`src/rtl/rock_speed_ramp.sv`:
```
// ============================================================================
// rock_speed_ramp : soft-start / soft-stop delay scheduler for the rocking
// motor clock divider.                                       rev 1.0
// ============================================================================
`default_nettype none

module rock_speed_ramp #(
  parameter int STEP     = 4,
  parameter int DWELL    = 8,
  parameter int SLOW_VAL = 255
) (
  input  logic       CLK,
  input  logic       Reset,
  input  logic       start,
  input  logic       stop,
  input  logic [7:0] target,
  input  logic       tick,
  output logic [7:0] delay_val,
  output logic       motor_en,
  output logic       at_speed,
  output logic       busy
);

  localparam logic [7:0] SLOW8      = 8'(SLOW_VAL);
  localparam logic [7:0] STEP8      = 8'(STEP);
  localparam logic [7:0] DWELL_LAST = 8'(DWELL - 1);

  typedef enum logic [1:0] {
    IDLE     = 2'd0,
    RAMP     = 2'd1,
    HOLD     = 2'd2,
    STOPPING = 2'd3
  } state_t;

  state_t     state, state_n;
  logic [7:0] tgt_q, tgt_n;
  logic [7:0] dwell_cnt, dwell_n;
  logic [7:0] delay_n;
  logic       motor_en_n, at_speed_n, busy_n;

  logic [7:0] tgt_clamp;
  logic [8:0] diff, sum;
  logic [7:0] stepped;

  always_comb begin
    tgt_clamp = (target > SLOW8) ? SLOW8 : target;
  end

  // One STEP toward tgt_q in 9 bits so borrow/carry saturate at the target.
  always_comb begin
    diff = {1'b0, delay_val} - {1'b0, STEP8};
    sum  = {1'b0, delay_val} + {1'b0, STEP8};
    if (delay_val > tgt_q) begin
      stepped = (diff[8] || (diff[7:0] < tgt_q)) ? tgt_q : diff[7:0];
    end else begin
      stepped = (sum > {1'b0, tgt_q}) ? tgt_q : sum[7:0];
    end
  end

  always_comb begin
    state_n    = state;
    tgt_n      = tgt_q;
    dwell_n    = dwell_cnt;
    delay_n    = delay_val;
    motor_en_n = motor_en;
    at_speed_n = at_speed;
    busy_n     = busy;

    case (state)
      IDLE: begin
        dwell_n = 8'd0;
        if (start && !stop) begin
          tgt_n      = tgt_clamp;
          motor_en_n = 1'b1;
          busy_n     = 1'b1;
          if (tgt_clamp == delay_val) begin
            state_n    = HOLD;
            at_speed_n = 1'b1;
          end else begin
            state_n = RAMP;
          end
        end
      end

      RAMP: begin
        if (stop) begin
          state_n    = STOPPING;
          tgt_n      = SLOW8;
          dwell_n    = 8'd0;
          at_speed_n = 1'b0;
        end else if (start) begin
          tgt_n   = tgt_clamp;
          dwell_n = 8'd0;
        end else if (delay_val == tgt_q) begin
          state_n    = HOLD;
          at_speed_n = 1'b1;
          dwell_n    = 8'd0;
        end else if (tick) begin
          if (dwell_cnt == DWELL_LAST) begin
            dwell_n = 8'd0;
            delay_n = stepped;
          end else begin
            dwell_n = dwell_cnt + 8'd1;
          end
        end
      end

      HOLD: begin
        dwell_n = 8'd0;
        if (stop) begin
          state_n    = STOPPING;
          tgt_n      = SLOW8;
          at_speed_n = 1'b0;
        end else begin
          // Target is tracked live here; any difference restarts the ramp.
          tgt_n = tgt_clamp;
          if (tgt_clamp != delay_val) begin
            state_n    = RAMP;
            at_speed_n = 1'b0;
          end else begin
            at_speed_n = 1'b1;
          end
        end
      end

      STOPPING: begin
        if (delay_val == SLOW8) begin
          state_n    = IDLE;
          motor_en_n = 1'b0;
          busy_n     = 1'b0;
          dwell_n    = 8'd0;
        end else if (tick) begin
          if (dwell_cnt == DWELL_LAST) begin
            dwell_n = 8'd0;
            delay_n = stepped;
          end else begin
            dwell_n = dwell_cnt + 8'd1;
          end
        end
      end

      default: begin
        state_n = IDLE;
      end
    endcase
  end

  always_ff @(posedge CLK) begin
    if (!Reset) begin
      state     <= IDLE;
      tgt_q     <= SLOW8;
      dwell_cnt <= 8'd0;
      delay_val <= SLOW8;
      motor_en  <= 1'b0;
      at_speed  <= 1'b0;
      busy      <= 1'b0;
    end else begin
      state     <= state_n;
      tgt_q     <= tgt_n;
      dwell_cnt <= dwell_n;
      delay_val <= delay_n;
      motor_en  <= motor_en_n;
      at_speed  <= at_speed_n;
      busy      <= busy_n;
    end
  end

endmodule

`default_nettype wire

```
`config.mk`:
```
export PLATFORM = sky130hd
export DESIGN_NAME = rock_speed_ramp
export DESIGN_NICKNAME = d
export VERILOG_FILES = /design/src/rtl/rock_speed_ramp.sv
export SDC_FILE = /design/constraint.sdc
export NUM_CORES = 1
export LEC_CHECK = 0
export ABC_AREA = 1
export CAP_MARGIN = 25
export CORE_ASPECT_RATIO = 1.2
export CORE_MARGIN = 4
export CORE_UTILIZATION = 50
export DETAILED_ROUTE_END_ITERATION = 8
export GPL_ROUTABILITY_DRIVEN = 0
export HOLD_SLACK_MARGIN = 0.05
export PLACE_DENSITY_LB_ADDON = 0.2
export REMOVE_ABC_BUFFERS = 1
export SLEW_MARGIN = 20
export SYNTH_ARGS = -nofsm -noshare
export SYNTH_HDL_FRONTEND = slang
export SYNTH_SLANG_ARGS = --single-unit
```
`constraint.sdc`:
```
create_clock -name CLK -period 2 [get_ports CLK]
set_clock_uncertainty 0.05 [all_clocks]
set_input_delay 0.4 -clock CLK [delete_from_list [all_inputs] [get_ports CLK]]
set_output_delay 0.4 -clock CLK [all_outputs]
set_load 0.02 [all_outputs]
```
# After elaboration in Yosys (flattened, before gate mapping)
# Index checks and enable logic that the tools add are counted.
# word_totals
register_bits	28
elab_cells	88
output_inout_bits	11
in_bits	13
# classes
add_sub_neg	3
muxes	43
n_reduce_logical	13
n_eq_ne	19
n_lt_le_gt_ge	4
# ops
operator	n
8-bit two-way mux	20
8-bit case mux with 3 select lines	2
8-bit == test	2
2-bit two-way mux	8
8-bit case mux with 2 select lines	1
5-bit AND reduction	3
2-bit != test (second input constant)	7
3-bit != test (second input constant)	4
8-bit by 3-bit adder with 9-bit output (second input constant)	1
9-bit by 8-bit greater-than comparator with 1-bit output	1
1-bit two-way mux	9
8-bit by 3-bit subtractor with 9-bit output (second input constant)	1
8-bit by 1-bit adder with 8-bit output (second input constant)	1
8-bit by 3-bit == test with 1-bit output (second input constant)	1
8-bit == test (second input constant)	1
8-bit greater-than comparator	1
8-bit greater-than comparator (second input constant)	1
8-bit less-than comparator	1
8-bit != test	1
2-bit case mux with 4 select lines	1
3-bit AND reduction	2
2-bit == test (second input constant)	2
2-bit nonzero test	2
1-bit case mux with 3 select lines	1
8 further kinds	8

# Longest topological paths before layout
# logic_depth
depth_word	11
depth_mapped	19
ltp_nobuf	18

# Worst setup path before layout
# No wires, ideal clock.
# synth_path
path_type	flip-flop to flip-flop
from	register delay_val[2]
to	register delay_val[1]
t_required_ps	1817
path_slack_ps	-387
period_less_slack_ps	2387
arrival_time_ps	2203
setup_time_ps	133
n_path_buf	0
path_stages_with_launch	16
path_cell_list	dfxtp_1 > inv_1 > ha_1 > nand2_2 > nor2_4 > xor2_1 > inv_1 > ha_1 > nand2_1 > o21a_1 > nand2_2 > nand2_2 > nand2_2 > nand2_2 > nand3_1 > nand3_1
# synth_via
elab_chain_len	11
elab_cells_between_ends	21
cone_classes	2 x add/sub; 3 x order compare; 4 x eq/ne; 10 x mux; 2 x reduce/logical
# synth_rtl
element	line	text
start: declaration	18	output logic [7:0] delay_val,
start signal: assignment	161	delay_val <= delay_n;
8-bit by 3-bit subtractor with 9-bit output	51	diff = {1'b0, delay_val} - {1'b0, STEP8};
8-bit less-than comparator	54	stepped = (diff[8] || (diff[7:0] < tgt_q)) ? tgt_q : diff[7:0];
1-bit logical OR	54	
8-bit two-way mux	54	
8-bit two-way mux	53	if (delay_val > tgt_q) begin
8-bit two-way mux	99, 133	
8-bit two-way mux	98	end else if (tick) begin
8-bit two-way mux	94	end else if (delay_val == tgt_q) begin
8-bit two-way mux	91	end else if (start) begin
8-bit two-way mux	86	if (stop) begin
8-bit case mux with 2 select lines	69	case (state)
# Parallel ways exist; a longest one is shown, timed or not. The select of a mux whose other input is x is not followed.
# A chain may end at the register's enable or synchronous reset.

# Worst setup path in the final report
# layout_path
from	register delay_val[2]
to	register delay_val[7]
# The elaborated chain is that of the path after synthesis.

==> impl_metrics.toml <==
[status]
status = "finished, violations left"
violations = "setup timing"

[floorplan]
die_area_sq_um = 6090
die_y_microns = 84.7
placement_rows = 27
start_util_pct = 52.5
ioPinCount = 24
die-width_microns = 71.9
core_area_sq_um = 4660

[yosys]
synth.area.top_cells = "sky130_fd_sc_hd__dfxtp_1, sky130_fd_sc_hd__ha_1, sky130_fd_sc_hd__nand2_1"
netlist.area_leader.share_pct = 22.9
prevailing_post_synth_register_cell = "sky130_fd_sc_hd__dfxtp_1"
avgSynthCellArea_sq_um = 7.02
ys_seq_elements = 28
synth.cell_area_sq_um = 2450
synth_sequential_area_ratio_pct = 22.9
synth_top_area_cell = "sky130_fd_sc_hd__dfxtp_1"
ys_warn_count = 0
synth_cells = 349
synth-edff-count = 0
count_of_cell_types_in_the_netlist = 39
async_reset_ff_share_pct = 0

[setup_path]
path_max_fanout = 4
setup.worst_path.start = "delay_val[2]"
cp_data_arrival_time_ps = 2340
critical_path_end_type = "register"
reg2reg_from = "delay_val[2]"
required_ps = 2130
worstSetupPathType = "register to register"
worstSetupStartpointType = "register"

[power]
p_leak_uw = 0.00163
pwr-share-seq_pct = 18.6
clock_power_share_pct = 11.5
power.switching_fraction_pct = 47.8
netSwitchingPower_uw = 1880
internal-power_uw = 2050
vdd_drop_max_v = 0.000897
power_density_over_the_cells_nw_per_um2 = 1170
power_frac_comb_pct = 69.9

[layout]
layout-drive-gt1-share_pct = 29.5
layout.area.seq_sq_um = 573
area.growth.synth_to_final_pct = 37.1
final_util_pct = 72.0
final_common_cell = "sky130_fd_sc_hd__nand2_1"
fin_cells = 471
nFillCells = 370
fin_nets = 453
most-common-layout-cells = "sky130_fd_sc_hd__nand2_1, sky130_fd_sc_hd__inv_1, sky130_fd_sc_hd__buf_4"
multi_input_comb_area_sq_um = 1880
antennaDiodeCount = 0

[job]
max_cap_viols = 0

[global_route]
grt_pass1_vias = 2443
pin_count_of_the_biggest_net_entering_global_routing = 17
grt_total_ovfl = 0
grt_util_all_layers_pct = 21.5
antenna_violations_before_repair = 0
grt_first_pass_wirelength_microns = 10700

[sta]
setup_viol_count_final = 8
final-max-slew-violation-count = 0
finalHoldViolations = 0
unrepaired_setup_endpoints_after_global_routing = "true"
final.min_clock_period_ps = 2210
timing.max_slew.rel_slack_pct = 66.2
final_min_period_over_clock_period_pct = 110
finalWorstSetupSlack_ps = -209
worst-slew-pin-transition_ps = 505
max_freq_ghz = 0.453

[detailed_routing]
routed.top_layer = "met4"
first_iter_violations = 122
drcViolationCount = 0
drt.antenna.violating_nets = 0
route.final.wire_length_microns = 6340
wl_met3_microns = 195
vias = 2476
first_pass_iters = 4
avgViaCountPerCell = 5.26
wirelength_met1_microns = 2700
avg_wl_per_cell_microns = 13.5
met2RoutedLength_microns = 3290

[placed_design]
place_inst = 463
hpwl_reported_at_the_end_of_detailed_placement_microns = 4920
port_buffers = 23

[clock_tree]
clock_sinks = 28
post_cts_hold_buffer_count = 0
number_of_levels_the_h_tree_was_split_into = 1
clk-insertion-delay-late_ps = 280
path_clk_slew_ps = 100
cts.path.max_buffers = 2
cts_inserted_buffers = 3
ctsRootBufferMaster = "sky130_fd_sc_hd__clkbuf_8"
cts_tree = "yes"

[hold_path]
worst_hold_path_type = "register to register"
timing.hold.worst.start = "at_speed"
==> worst paths after layout <==
| kind | cells after the start | end | slack (ps) |
|---|---|---|---|
| min reg2reg | 2 | at_speed | 460 |
| min | 2 | at_speed | 460 |
| max reg2reg | 16 | delay_val[7] | -210 |
| max | 16 | delay_val[7] | -210 |
==> flip-flops by register name, indices dropped and copies added, names as in the netlist <==
name	count
delay_val	8
at_speed	1
busy	1
state	2
tgt_q	8
dwell_cnt	8
==> per-stage QoR <==
| step | area [sq um] | worst slack, ps | hold slack (ps) | TNS, ps | total power, uW |
|---|---|---|---|---|---|
| floorplan | 2390 | -411 | 416 | -3100 | 2360 |
| global placement | 2990 | -340 | 422 | -4020 | 2960 |
| detailed placement | 2990 | -379 | 431 | -4840 | 3000 |
| CTS | 3220 | -196 | 456 | -1540 | 3720 |
| global route | 3360 | -388 | 491 | -2970 | 4290 |
| finish | 3360 | -209 | 456 | -1570 | 3930 |
==> cells in the mapped netlist (2+ instances only) <==
| master | n |
|---|---|
| sky130_fd_sc_hd__ha_1 | 26 |
| sky130_fd_sc_hd__nand4_1 | 4 |
| sky130_fd_sc_hd__o211ai_1 | 8 |
| sky130_fd_sc_hd__nor3b_1 | 3 |
| sky130_fd_sc_hd__o21ai_1 | 2 |
| sky130_fd_sc_hd__dfxtp_1 | 28 |
| sky130_fd_sc_hd__nor2_2 | 2 |
| sky130_fd_sc_hd__nor2_1 | 26 |
| sky130_fd_sc_hd__nand2_2 | 14 |
| sky130_fd_sc_hd__o21a_1 | 2 |
| sky130_fd_sc_hd__a21oi_1 | 18 |
| sky130_fd_sc_hd__nor3_2 | 3 |
| sky130_fd_sc_hd__nand2_1 | 74 |
| sky130_fd_sc_hd__clkinv_2 | 2 |
| sky130_fd_sc_hd__nand3_2 | 2 |
| sky130_fd_sc_hd__nor2_4 | 2 |
| sky130_fd_sc_hd__buf_6 | 3 |
| sky130_fd_sc_hd__xor2_1 | 7 |
| sky130_fd_sc_hd__nand3_4 | 2 |
| sky130_fd_sc_hd__o21ai_2 | 2 |
| sky130_fd_sc_hd__o21ai_0 | 11 |
| sky130_fd_sc_hd__buf_4 | 3 |
| sky130_fd_sc_hd__inv_1 | 47 |
| sky130_fd_sc_hd__xnor2_1 | 10 |
| sky130_fd_sc_hd__nand3_1 | 34 |
==> worst max-delay path: stages, from the launching register on <==
cell and delay, ps:
sky130_fd_sc_hd__dfxtp_4 380, sky130_fd_sc_hd__inv_4 80, sky130_fd_sc_hd__ha_4 140, sky130_fd_sc_hd__nand2_4 50
sky130_fd_sc_hd__nor2_4 100, sky130_fd_sc_hd__xor2_2 210, sky130_fd_sc_hd__inv_2 70, sky130_fd_sc_hd__ha_4 260
sky130_fd_sc_hd__nand2_2 50, sky130_fd_sc_hd__o21a_1 190, sky130_fd_sc_hd__nand2_2 110, sky130_fd_sc_hd__buf_6 120
sky130_fd_sc_hd__nand3_2 60, sky130_fd_sc_hd__nand3_2 70, sky130_fd_sc_hd__nand2_1 50, sky130_fd_sc_hd__nand2_1 70
sky130_fd_sc_hd__nand2_1 60
==> per-layer routing <==
metal  track usage [%]  up-vias
met5                 0        -
met4              7.52        0
met3              1.68       17
met2              38.7       52
met1              26.2     1147
li1                  -     1260
==> power by group through the flow <==
stage                     registers [uW]  logic, uW  clock network [uW]
final                                730       2740                 453
after global routing                 741       3060                 493
after CTS                            731       2530                 462
after detailed placement             746       2260                   0
after global placement               740       2220                   0
after floorplan                      762       1600                   0
==> cell families (layout without fill, tap and decap cells) <==
group           Yosys count  count (layout)  synth area share [%]
buf+inv                  57             121                  10.3
flops                    28              28                  22.9
simple gates            173             173                  35.3
fa+ha+maj                26              26                  13.3
xor+xnor                 17              17                  6.08
compound gates           48              48                  12.1
==> what timing repair did <==
action,CTS,global route
pin swaps,19,14
endpoints found under the setup margin,26,21
buffers inserted,4,0
gates resized for setup,31,28
==> cell type report <==
type                       count  share of cell area [%]
clock inverter                 1                   0.894
multi-input combinational    264                    55.9
tap                           58                    2.16
inverter                      50                    5.89
clock buffer                   3                    1.23
sequential                    28                    17.1
timing repair buffer          67                    16.9
Note: power is estimated with default switching activity, not from simulation.
